===== src/rtl/uart_pkg.sv =====
// Shared UART CRC-link definitions: receiver state encoding and the CRC-8 helper.
// The same CRC function serves as the reference for the TX serial engine.
package uart_pkg;

    typedef enum logic [2:0] {
        RX_IDLE,
        RX_START,
        RX_DATA,
        RX_PARITY,
        RX_CRC,
        RX_STOP,
        RX_BREAK
    } rx_state_t;

    localparam logic [7:0] CRC8_POLY = 8'h07;
    localparam logic [7:0] CRC8_INIT = 8'h00;

    // Bit-serial MSB-first update, the same recurrence the TX engine applies per bit.
    function automatic logic [7:0] crc8_byte(input logic [7:0] data);
        logic [7:0] crc;
        logic       fb;
        crc = CRC8_INIT;
        for (int i = 7; i >= 0; i--) begin
            fb  = crc[7] ^ data[i];
            crc = {crc[6:0], 1'b0} ^ (fb ? CRC8_POLY : 8'h00);
        end
        return crc;
    endfunction

endpackage


===== src/rtl/uart_rx_sampler.sv =====
// Line synchroniser, oversample tick counter and bit-centre sampler for the UART receiver.
// Optional feature macro: UART_RX_MAJORITY_VOTE_EN (2-of-3 vote around the bit centre).
module uart_rx_sampler #(
    parameter int OVS         = 16,
    parameter int SYNC_STAGES = 2
) (
    input  logic clk_i,
    input  logic rst_i,
    input  logic rx_i,
    input  logic sample_tick_i,
    input  logic clear_i,
    output logic rx_sync_o,
    output logic bit_sample_o,
    output logic bit_val_o
);

    localparam int            CW      = $clog2(OVS);
    localparam logic [CW-1:0] CNT_MAX = CW'(OVS - 1);

    logic [SYNC_STAGES-1:0] sync_q, sync_d;
    logic [CW-1:0]          tick_cnt_q, tick_cnt_d;
    logic [CW-1:0]          decide_cnt_s;

    assign sync_d    = {sync_q[SYNC_STAGES-2:0], rx_i};
    assign rx_sync_o = sync_q[SYNC_STAGES-1];

    // Synchroniser chain, preset to the idle line level.
    always_ff @(posedge clk_i) begin
        if (rst_i) begin
            sync_q <= '1;
        end else begin
            sync_q <= sync_d;
        end
    end

    // Tick counter next state: held at zero while idle, wraps once per bit period.
    always_comb begin
        tick_cnt_d = tick_cnt_q;
        if (clear_i) begin
            tick_cnt_d = '0;
        end else if (sample_tick_i) begin
            if (tick_cnt_q == CNT_MAX) begin
                tick_cnt_d = '0;
            end else begin
                tick_cnt_d = tick_cnt_q + CW'(1);
            end
        end else begin
            tick_cnt_d = tick_cnt_q;
        end
    end

    // Tick counter register.
    always_ff @(posedge clk_i) begin
        if (rst_i) begin
            tick_cnt_q <= '0;
        end else begin
            tick_cnt_q <= tick_cnt_d;
        end
    end

`ifdef UART_RX_MAJORITY_VOTE_EN
    localparam logic [CW-1:0] VOTE_A = CW'(OVS / 2 - 2);
    localparam logic [CW-1:0] VOTE_B = CW'(OVS / 2 - 1);

    logic [1:0] vote_q, vote_d;

    assign decide_cnt_s = CW'(OVS / 2);

    // Capture the two samples preceding the decision tick.
    always_comb begin
        vote_d = vote_q;
        if (sample_tick_i && !clear_i && (tick_cnt_q == VOTE_A || tick_cnt_q == VOTE_B)) begin
            vote_d = {vote_q[0], rx_sync_o};
        end else begin
            vote_d = vote_q;
        end
    end

    // Vote sample register.
    always_ff @(posedge clk_i) begin
        if (rst_i) begin
            vote_q <= 2'b11;
        end else begin
            vote_q <= vote_d;
        end
    end

    assign bit_val_o = (vote_q[1] & vote_q[0]) | (vote_q[1] & rx_sync_o) | (vote_q[0] & rx_sync_o);
`else
    assign decide_cnt_s = CW'(OVS / 2 - 1);
    assign bit_val_o    = rx_sync_o;
`endif

    assign bit_sample_o = sample_tick_i & ~clear_i & (tick_cnt_q == decide_cnt_s);

endmodule


===== src/rtl/uart_rx_frame_receiver.sv =====
// UART CRC-link receiver: frame FSM, parity/CRC/stop checks and valid/ready output register.
// Optional feature macro: UART_RX_MAJORITY_VOTE_EN (handled inside uart_rx_sampler).
module uart_rx_frame_receiver
    import uart_pkg::*;
#(
    parameter int OVS         = 16,
    parameter int SYNC_STAGES = 2
) (
    input  logic       clk_i,
    input  logic       rst_i,
    input  logic       rx_i,
    input  logic       sample_tick_i,
    input  logic       crc_en_i,
    output logic [7:0] data_o,
    output logic       valid_o,
    input  logic       ready_i,
    output logic       parity_err_o,
    output logic       crc_err_o,
    output logic       frame_err_o,
    output logic       overrun_o,
    output logic       busy_o
);

    rx_state_t  state_q, state_d;
    logic [4:0] bit_cnt_q, bit_cnt_d;
    logic [7:0] data_sh_q, data_sh_d;
    logic [7:0] crc_sh_q, crc_sh_d;
    logic       crc_en_q, crc_en_d;
    logic       perr_q, perr_d;
    logic       ferr_q, ferr_d;
    logic       commit_q, commit_d;
    logic [7:0] data_q, data_d;
    logic       valid_q, valid_d;
    logic       perr_out_q, perr_out_d;
    logic       cerr_out_q, cerr_out_d;
    logic       ferr_out_q, ferr_out_d;
    logic       overrun_q, overrun_d;
    logic       busy_q, busy_d;

    logic rx_sync_s, bit_sample_s, bit_val_s;

    uart_rx_sampler #(
        .OVS         (OVS),
        .SYNC_STAGES (SYNC_STAGES)
    ) u_sampler (
        .clk_i         (clk_i),
        .rst_i         (rst_i),
        .rx_i          (rx_i),
        .sample_tick_i (sample_tick_i),
        .clear_i       (state_q == RX_IDLE),
        .rx_sync_o     (rx_sync_s),
        .bit_sample_o  (bit_sample_s),
        .bit_val_o     (bit_val_s)
    );

    // Frame FSM next state and shift/check registers.
    always_comb begin
        state_d   = state_q;
        bit_cnt_d = bit_cnt_q;
        data_sh_d = data_sh_q;
        crc_sh_d  = crc_sh_q;
        crc_en_d  = crc_en_q;
        perr_d    = perr_q;
        ferr_d    = ferr_q;
        commit_d  = 1'b0;
        case (state_q)
            RX_IDLE: begin
                // Entry to IDLE always happens with the line high, so a low level here is a fall.
                if (sample_tick_i && !rx_sync_s) begin
                    state_d = RX_START;
                end else begin
                    state_d = RX_IDLE;
                end
            end
            RX_START: begin
                if (bit_sample_s) begin
                    if (bit_val_s) begin
                        state_d = RX_IDLE;
                    end else begin
                        state_d  = RX_DATA;
                        crc_en_d = crc_en_i;
                    end
                end else begin
                    state_d = RX_START;
                end
            end
            RX_DATA: begin
                if (bit_sample_s) begin
                    data_sh_d = {bit_val_s, data_sh_q[7:1]};
                    bit_cnt_d = bit_cnt_q + 5'd1;
                    if (bit_cnt_q == 5'd7) begin
                        state_d = RX_PARITY;
                    end else begin
                        state_d = RX_DATA;
                    end
                end else begin
                    state_d = RX_DATA;
                end
            end
            RX_PARITY: begin
                if (bit_sample_s) begin
                    perr_d  = bit_val_s ^ (^data_sh_q);
                    state_d = crc_en_q ? RX_CRC : RX_STOP;
                end else begin
                    state_d = RX_PARITY;
                end
            end
            RX_CRC: begin
                if (bit_sample_s) begin
                    crc_sh_d[bit_cnt_q[2:0]] = bit_val_s;
                    bit_cnt_d                = bit_cnt_q + 5'd1;
                    if (bit_cnt_q == 5'd7) begin
                        state_d = RX_STOP;
                    end else begin
                        state_d = RX_CRC;
                    end
                end else begin
                    state_d = RX_CRC;
                end
            end
            RX_STOP: begin
                if (bit_sample_s) begin
                    ferr_d   = ~bit_val_s;
                    commit_d = 1'b1;
                    state_d  = bit_val_s ? RX_IDLE : RX_BREAK;
                end else begin
                    state_d = RX_STOP;
                end
            end
            RX_BREAK: begin
                if (sample_tick_i && rx_sync_s) begin
                    state_d = RX_IDLE;
                end else begin
                    state_d = RX_BREAK;
                end
            end
            default: begin
                state_d = RX_IDLE;
            end
        endcase
        if (state_d != state_q) begin
            bit_cnt_d = 5'd0;
        end else begin
            bit_cnt_d = bit_cnt_d;
        end
    end

    // Output register: commit loads a new byte, a handshake retires it.
    always_comb begin
        data_d     = data_q;
        valid_d    = valid_q;
        perr_out_d = perr_out_q;
        cerr_out_d = cerr_out_q;
        ferr_out_d = ferr_out_q;
        overrun_d  = 1'b0;
        busy_d     = (state_d != RX_IDLE);
        if (commit_q) begin
            data_d     = data_sh_q;
            valid_d    = 1'b1;
            perr_out_d = perr_q;
            cerr_out_d = crc_en_q & (crc_sh_q != crc8_byte(data_sh_q));
            ferr_out_d = ferr_q;
            overrun_d  = valid_q & ~ready_i;
        end else if (valid_q && ready_i) begin
            valid_d = 1'b0;
        end else begin
            valid_d = valid_q;
        end
    end

    // State, shift and output registers.
    always_ff @(posedge clk_i) begin
        if (rst_i) begin
            state_q    <= RX_IDLE;
            bit_cnt_q  <= 5'd0;
            data_sh_q  <= 8'h00;
            crc_sh_q   <= 8'h00;
            crc_en_q   <= 1'b0;
            perr_q     <= 1'b0;
            ferr_q     <= 1'b0;
            commit_q   <= 1'b0;
            data_q     <= 8'h00;
            valid_q    <= 1'b0;
            perr_out_q <= 1'b0;
            cerr_out_q <= 1'b0;
            ferr_out_q <= 1'b0;
            overrun_q  <= 1'b0;
            busy_q     <= 1'b0;
        end else begin
            state_q    <= state_d;
            bit_cnt_q  <= bit_cnt_d;
            data_sh_q  <= data_sh_d;
            crc_sh_q   <= crc_sh_d;
            crc_en_q   <= crc_en_d;
            perr_q     <= perr_d;
            ferr_q     <= ferr_d;
            commit_q   <= commit_d;
            data_q     <= data_d;
            valid_q    <= valid_d;
            perr_out_q <= perr_out_d;
            cerr_out_q <= cerr_out_d;
            ferr_out_q <= ferr_out_d;
            overrun_q  <= overrun_d;
            busy_q     <= busy_d;
        end
    end

    assign data_o       = data_q;
    assign valid_o      = valid_q;
    assign parity_err_o = perr_out_q;
    assign crc_err_o    = cerr_out_q;
    assign frame_err_o  = ferr_out_q;
    assign overrun_o    = overrun_q;
    assign busy_o       = busy_q;

endmodule

===== config.mk =====
export PLATFORM = sky130hd
export DESIGN_NAME = uart_rx_frame_receiver
export DESIGN_NICKNAME = d
export VERILOG_FILES = /design/src/rtl/uart_pkg.sv /design/src/rtl/uart_rx_sampler.sv /design/src/rtl/uart_rx_frame_receiver.sv
export SDC_FILE = /design/constraint.sdc
export NUM_CORES = 1
export LEC_CHECK = 0
export ABC_CLOCK_PERIOD_IN_PS = 1700
export BUFFER_PORTS_ARGS = -buffer_cell sky130_fd_sc_hd__buf_2
export CAP_MARGIN = 20
export CORE_MARGIN = 2
export CORE_UTILIZATION = 45
export CTS_CLUSTER_SIZE = 20
export DETAILED_ROUTE_END_ITERATION = 8
export PLACE_DENSITY = 0.61
export SYNTH_ARGS = -nofsm -noshare
export SYNTH_HDL_FRONTEND = slang
export SYNTH_SLANG_ARGS = --single-unit
export TNS_END_PERCENT = 30

===== constraint.sdc =====
create_clock -name clk_i -period 1.7 [get_ports clk_i]
set_input_delay 0.17 -clock clk_i [delete_from_list [all_inputs] [get_ports clk_i]]
set_output_delay 0.17 -clock clk_i [all_outputs]
set_load 0.02 [all_outputs]

==> impl_results.html <==
<table>
<tr><th>Metric</th><th>Value</th></tr>
<tr><th colspan="2">Status</th></tr>
<tr><td>Outcome</td><td>finished clean</td></tr>
<tr><th colspan="2">Clock network</th></tr>
<tr><td>Bufs on Longest Clock Path</td><td>2</td></tr>
<tr><td>Clk Latency, worst-skew pair</td><td>310 ps</td></tr>
<tr><td>Clock tree from TritonCTS</td><td>yes</td></tr>
<tr><td>H-tree depth reported by CTS</td><td>2</td></tr>
<tr><td>Inserted Clock Buffers</td><td>5</td></tr>
<tr><td>Post-CTS Repair Setup Buffers</td><td>0</td></tr>
<tr><td>CTS root buf</td><td>clkbuf_8</td></tr>
<tr><td># hold bufs at CTS</td><td>0</td></tr>
<tr><td>Number of clock sinks seen by CTS</td><td>48</td></tr>
<tr><td>Clock-pin slew on the worst setup and hold paths</td><td>90 ps</td></tr>
<tr><th colspan="2">Synth</th></tr>
<tr><td>Instance count of the mapped netlist</td><td>252</td></tr>
<tr><td>Main combinational cell family by area after synthesis</td><td>simple AND/OR/NAND/NOR gates</td></tr>
<tr><td>Sequential element share of the synthesized area</td><td>41.1%</td></tr>
<tr><td>Unique masters post-synth</td><td>49</td></tr>
<tr><td>Synth Area in Compound Gates</td><td>7.70%</td></tr>
<tr><td>Post-Syn Area per Cell</td><td>9.28 µm²</td></tr>
<tr><td>Post-Synth Adder-Cell Area</td><td>1.07%</td></tr>
<tr><td>Cell area after synthesis</td><td>2340 µm²</td></tr>
<tr><td>Xor-xnor portion of the synthesized cell area</td><td>9.68%</td></tr>
<tr><td>Most used DFF post-synth</td><td>dfxtp_1</td></tr>
<tr><td>Number of flops mapped to enable cells by yosys</td><td>0</td></tr>
<tr><td>Number of warnings reported in the yosys synthesis log</td><td>0</td></tr>
<tr><td>Share of cell area taken by muxes after synthesis</td><td>12.0%</td></tr>
<tr><td>Count of state elements after synthesis</td><td>48</td></tr>
<tr><td>Simple-gate share of the synthesized area</td><td>24.9%</td></tr>
<tr><td>Fraction of synthesis flops using an asynchronous set or reset pin</td><td>0%</td></tr>
<tr><td>Total nets after synthesis</td><td>260</td></tr>
<tr><th colspan="2">Cells and area</th></tr>
<tr><td>Utilization of the core after routing</td><td>55.2%</td></tr>
<tr><td>Final cell area excluding filler cells</td><td>2800 µm²</td></tr>
<tr><td>Area used by multi-input combinational logic</td><td>1350 µm²</td></tr>
<tr><td>Leading cell types in the layout, fill and taps excluded</td><td>46 x dfxtp_1, 40 x nor2_1, 27 x mux2i_1</td></tr>
<tr><td>Non-filler instance count after layout</td><td>357</td></tr>
<tr><td>Filler cell count in the final layout</td><td>475</td></tr>
<tr><td>Area growth from synthesis to layout</td><td>19.7%</td></tr>
<tr><td>Area of all sequential standard cells</td><td>963 µm²</td></tr>
<tr><td>Most common cell after layout, fill and taps aside</td><td>dfxtp_1</td></tr>
<tr><td>Count of inserted antenna diode cells</td><td>0</td></tr>
<tr><td>Fraction of final layout cells sized beyond drive strength 1</td><td>23.7%</td></tr>
<tr><td>NumNets Final</td><td>294</td></tr>
<tr><th colspan="2">STA</th></tr>
<tr><td>Number of hold violations in the final report</td><td>0</td></tr>
<tr><td>WHS</td><td>29.7 ps</td></tr>
<tr><td>Setup repair after global routing missed its margin</td><td>no</td></tr>
<tr><td>Max frequency</td><td>633 MHz</td></tr>
<tr><td>Minimum clock period after layout</td><td>1580 ps</td></tr>
<tr><td>Final Max Tran Viols</td><td>0</td></tr>
<tr><td>Crit share post-route</td><td>93.0%</td></tr>
<tr><td>Measured slew at the worst slew-check pin</td><td>471 ps</td></tr>
<tr><td>Setup-violating endpoint count in the final report</td><td>0</td></tr>
<tr><td>Setup Skew</td><td>10.1 ps</td></tr>
<tr><td>Final setup slack of the worst path</td><td>120 ps</td></tr>
<tr><td>Max_slew headroom</td><td>68.6%</td></tr>
<tr><td>Setup TNS</td><td>0 ps</td></tr>
<tr><th colspan="2">Die</th></tr>
<tr><td>Overall die width</td><td>76.1 µm</td></tr>
<tr><td>I/O pins</td><td>20</td></tr>
<tr><td>Starting density of the core</td><td>46.1%</td></tr>
<tr><td>Row count</td><td>26</td></tr>
<tr><td>Die Height</td><td>76.1 µm</td></tr>
<tr><td>Core outline area</td><td>5070 µm²</td></tr>
<tr><td>Overall die area</td><td>5790 µm²</td></tr>
<tr><th colspan="2">Detailed routing</th></tr>
<tr><td>Number of vias per cell after detailed routing</td><td>5.04</td></tr>
<tr><td>Remaining antenna violation count after routing</td><td>0</td></tr>
<tr><td>WL per Instance</td><td>13.0 µm</td></tr>
<tr><td>DR DRC count</td><td>0</td></tr>
<tr><td>Total number of vias</td><td>1800</td></tr>
<tr><td>Initial DRC Count</td><td>103</td></tr>
<tr><td>First-pass DRT Iterations</td><td>4</td></tr>
<tr><td>Routed wire length</td><td>4.63 mm</td></tr>
<tr><th colspan="2">Global route</th></tr>
<tr><td>Overall track demand over capacity in global routing</td><td>16.9%</td></tr>
<tr><td>Global-route wire length before repair</td><td>8.06 mm</td></tr>
<tr><td>Largest net degree at the start of global routing</td><td>28</td></tr>
<tr><td>Number of antenna violations at the first check in global routing</td><td>0</td></tr>
<tr><td>Vias in the first global route</td><td>1703</td></tr>
<tr><td>Overall overflow remaining after global route</td><td>0</td></tr>
<tr><th colspan="2">Hold path</th></tr>
<tr><td>Hold Path Class</td><td>input pin to register</td></tr>
<tr><th colspan="2">Place</th></tr>
<tr><td>Pre-CTS WS</td><td>17.0 ps</td></tr>
<tr><td>Total placed cells including tap cells</td><td>348</td></tr>
<tr><td>Detailed placement HPWL</td><td>3.19 mm</td></tr>
<tr><td>Placer congestion estimate</td><td>0.755</td></tr>
<tr><td>Buffers on Ports</td><td>19</td></tr>
<tr><td>Post-DP Area</td><td>2630 µm²</td></tr>
<tr><th colspan="2">Worst setup path</th></tr>
<tr><td>Path type of the worst setup path</td><td>register to register</td></tr>
<tr><td>Top fanout value on the critical path</td><td>8</td></tr>
<tr><td>Critical Path Sink Type</td><td>register</td></tr>
<tr><td>CP Launch Type</td><td>register</td></tr>
<tr><td>Arrival time worst endpoint</td><td>1760 ps</td></tr>
<tr><td>Worst EP required</td><td>1880 ps</td></tr>
<tr><th colspan="2">Flow run</th></tr>
<tr><td>Max-cap viol count</td><td>0</td></tr>
<tr><th colspan="2">Power</th></tr>
<tr><td>Cell area power density</td><td>724 nW/µm²</td></tr>
<tr><td>Worst VDD drop</td><td>0.322 mV</td></tr>
<tr><td>Tot Pwr</td><td>2.03 mW</td></tr>
<tr><td>Leakage power of the design</td><td>1.06 nW</td></tr>
</table>
-- cells by family (layout without fill, tap and decap cells) --
kind of cell,after synthesis,in the layout
fa+ha+maj,2,2
xor+xnor,21,21
mux,28,28
compound gates,30,30
simple gates,105,106
flops,48,48
buf+inv,18,52
-- final timing paths --
check                           slack [ps]  depth (start not counted)           startpoint             endpoint
worst max-delay path                   120                          6           state_q[1]               busy_o
worst min register to register         430                          1  u_sampler.sync_q[0]  u_sampler.sync_q[1]
worst max register to register         120                          6           state_q[1]               busy_o
worst min-delay path                    30                          2              ready_i            overrun_o
-- power breakdown --
group	switching [mW]	total, mW	internal (mW)
Clock	0.390	0.826	0.436
Sequential	0.00191	1.13	1.13
Combinational	0.0452	0.0716	0.0264
Total	0.438	2.03	1.59
-- per-layer routing --
metal / track usage, % / part of all wire, %
met2: 25.7 / 45
met5: 0 / 0
met1: 23.7 / 51
met3: 4.03 / 3.0
met4: 5.27 / 1.2
-- registers in the layout (all words and copies together), names as in the netlist --
signal,flops
bit_cnt_q,5
busy_o,1
commit_q,1
crc_en_q,1
crc_err_o,1
crc_sh_q,8
data_o,8
data_sh_q,8
ferr_q,1
frame_err_o,1
overrun_o,1
parity_err_o,1
perr_q,1
state_q,3
u_sampler.sync_q,2
u_sampler.tick_cnt_q,4
valid_o,1
-- Yosys cell counts (3+ instances only) --
| cell | instances | area share (%) |
|---|---|---|
| nor4b_1 | 3 | 1.1 |
| xor2_1 | 7 | 2.6 |
| clkbuf_1 | 7 | 1.1 |
| nor2b_1 | 5 | 1.3 |
| nor3_1 | 4 | 0.86 |
| mux2i_1 | 27 | 12 |
| nand2b_1 | 3 | 0.80 |
| nand2_1 | 19 | 3.0 |
| nand3_1 | 10 | 2.1 |
| buf_2 | 3 | 0.64 |
| a21oi_1 | 15 | 3.2 |
| a31oi_1 | 3 | 0.80 |
| xnor2_1 | 11 | 4.1 |
| or2_2 | 3 | 0.80 |
| nor2_1 | 40 | 6.4 |
| inv_1 | 4 | 0.64 |
| o21a_1 | 3 | 0.96 |
| dfxtp_1 | 48 | 41 |
-- timing repair --
item	4_1_cts	5_1_grt
resized for setup	1	9
setup endpoints to repair	1	15
gates cloned	0	1
-- area by class of cell --
cell class / instances / share of cell area, %
timing repair buffer: 40 / 9.61
inverter: 4 / 0.536
multi-input combinational: 187 / 48.3
clock inverter: 3 / 1.52
clock buffer: 5 / 2.46
tap: 70 / 3.13
sequential: 48 / 34.4
-- worst max-delay path, stage by stage (launching register included) --
cell and delay [ps]:
dfxtp_1 320, buf_4 160, nand2b_1 180, or3_1 370
a21oi_1 190, nor3_2 70, o21bai_1 170
(Power assumes the default switching activity.)
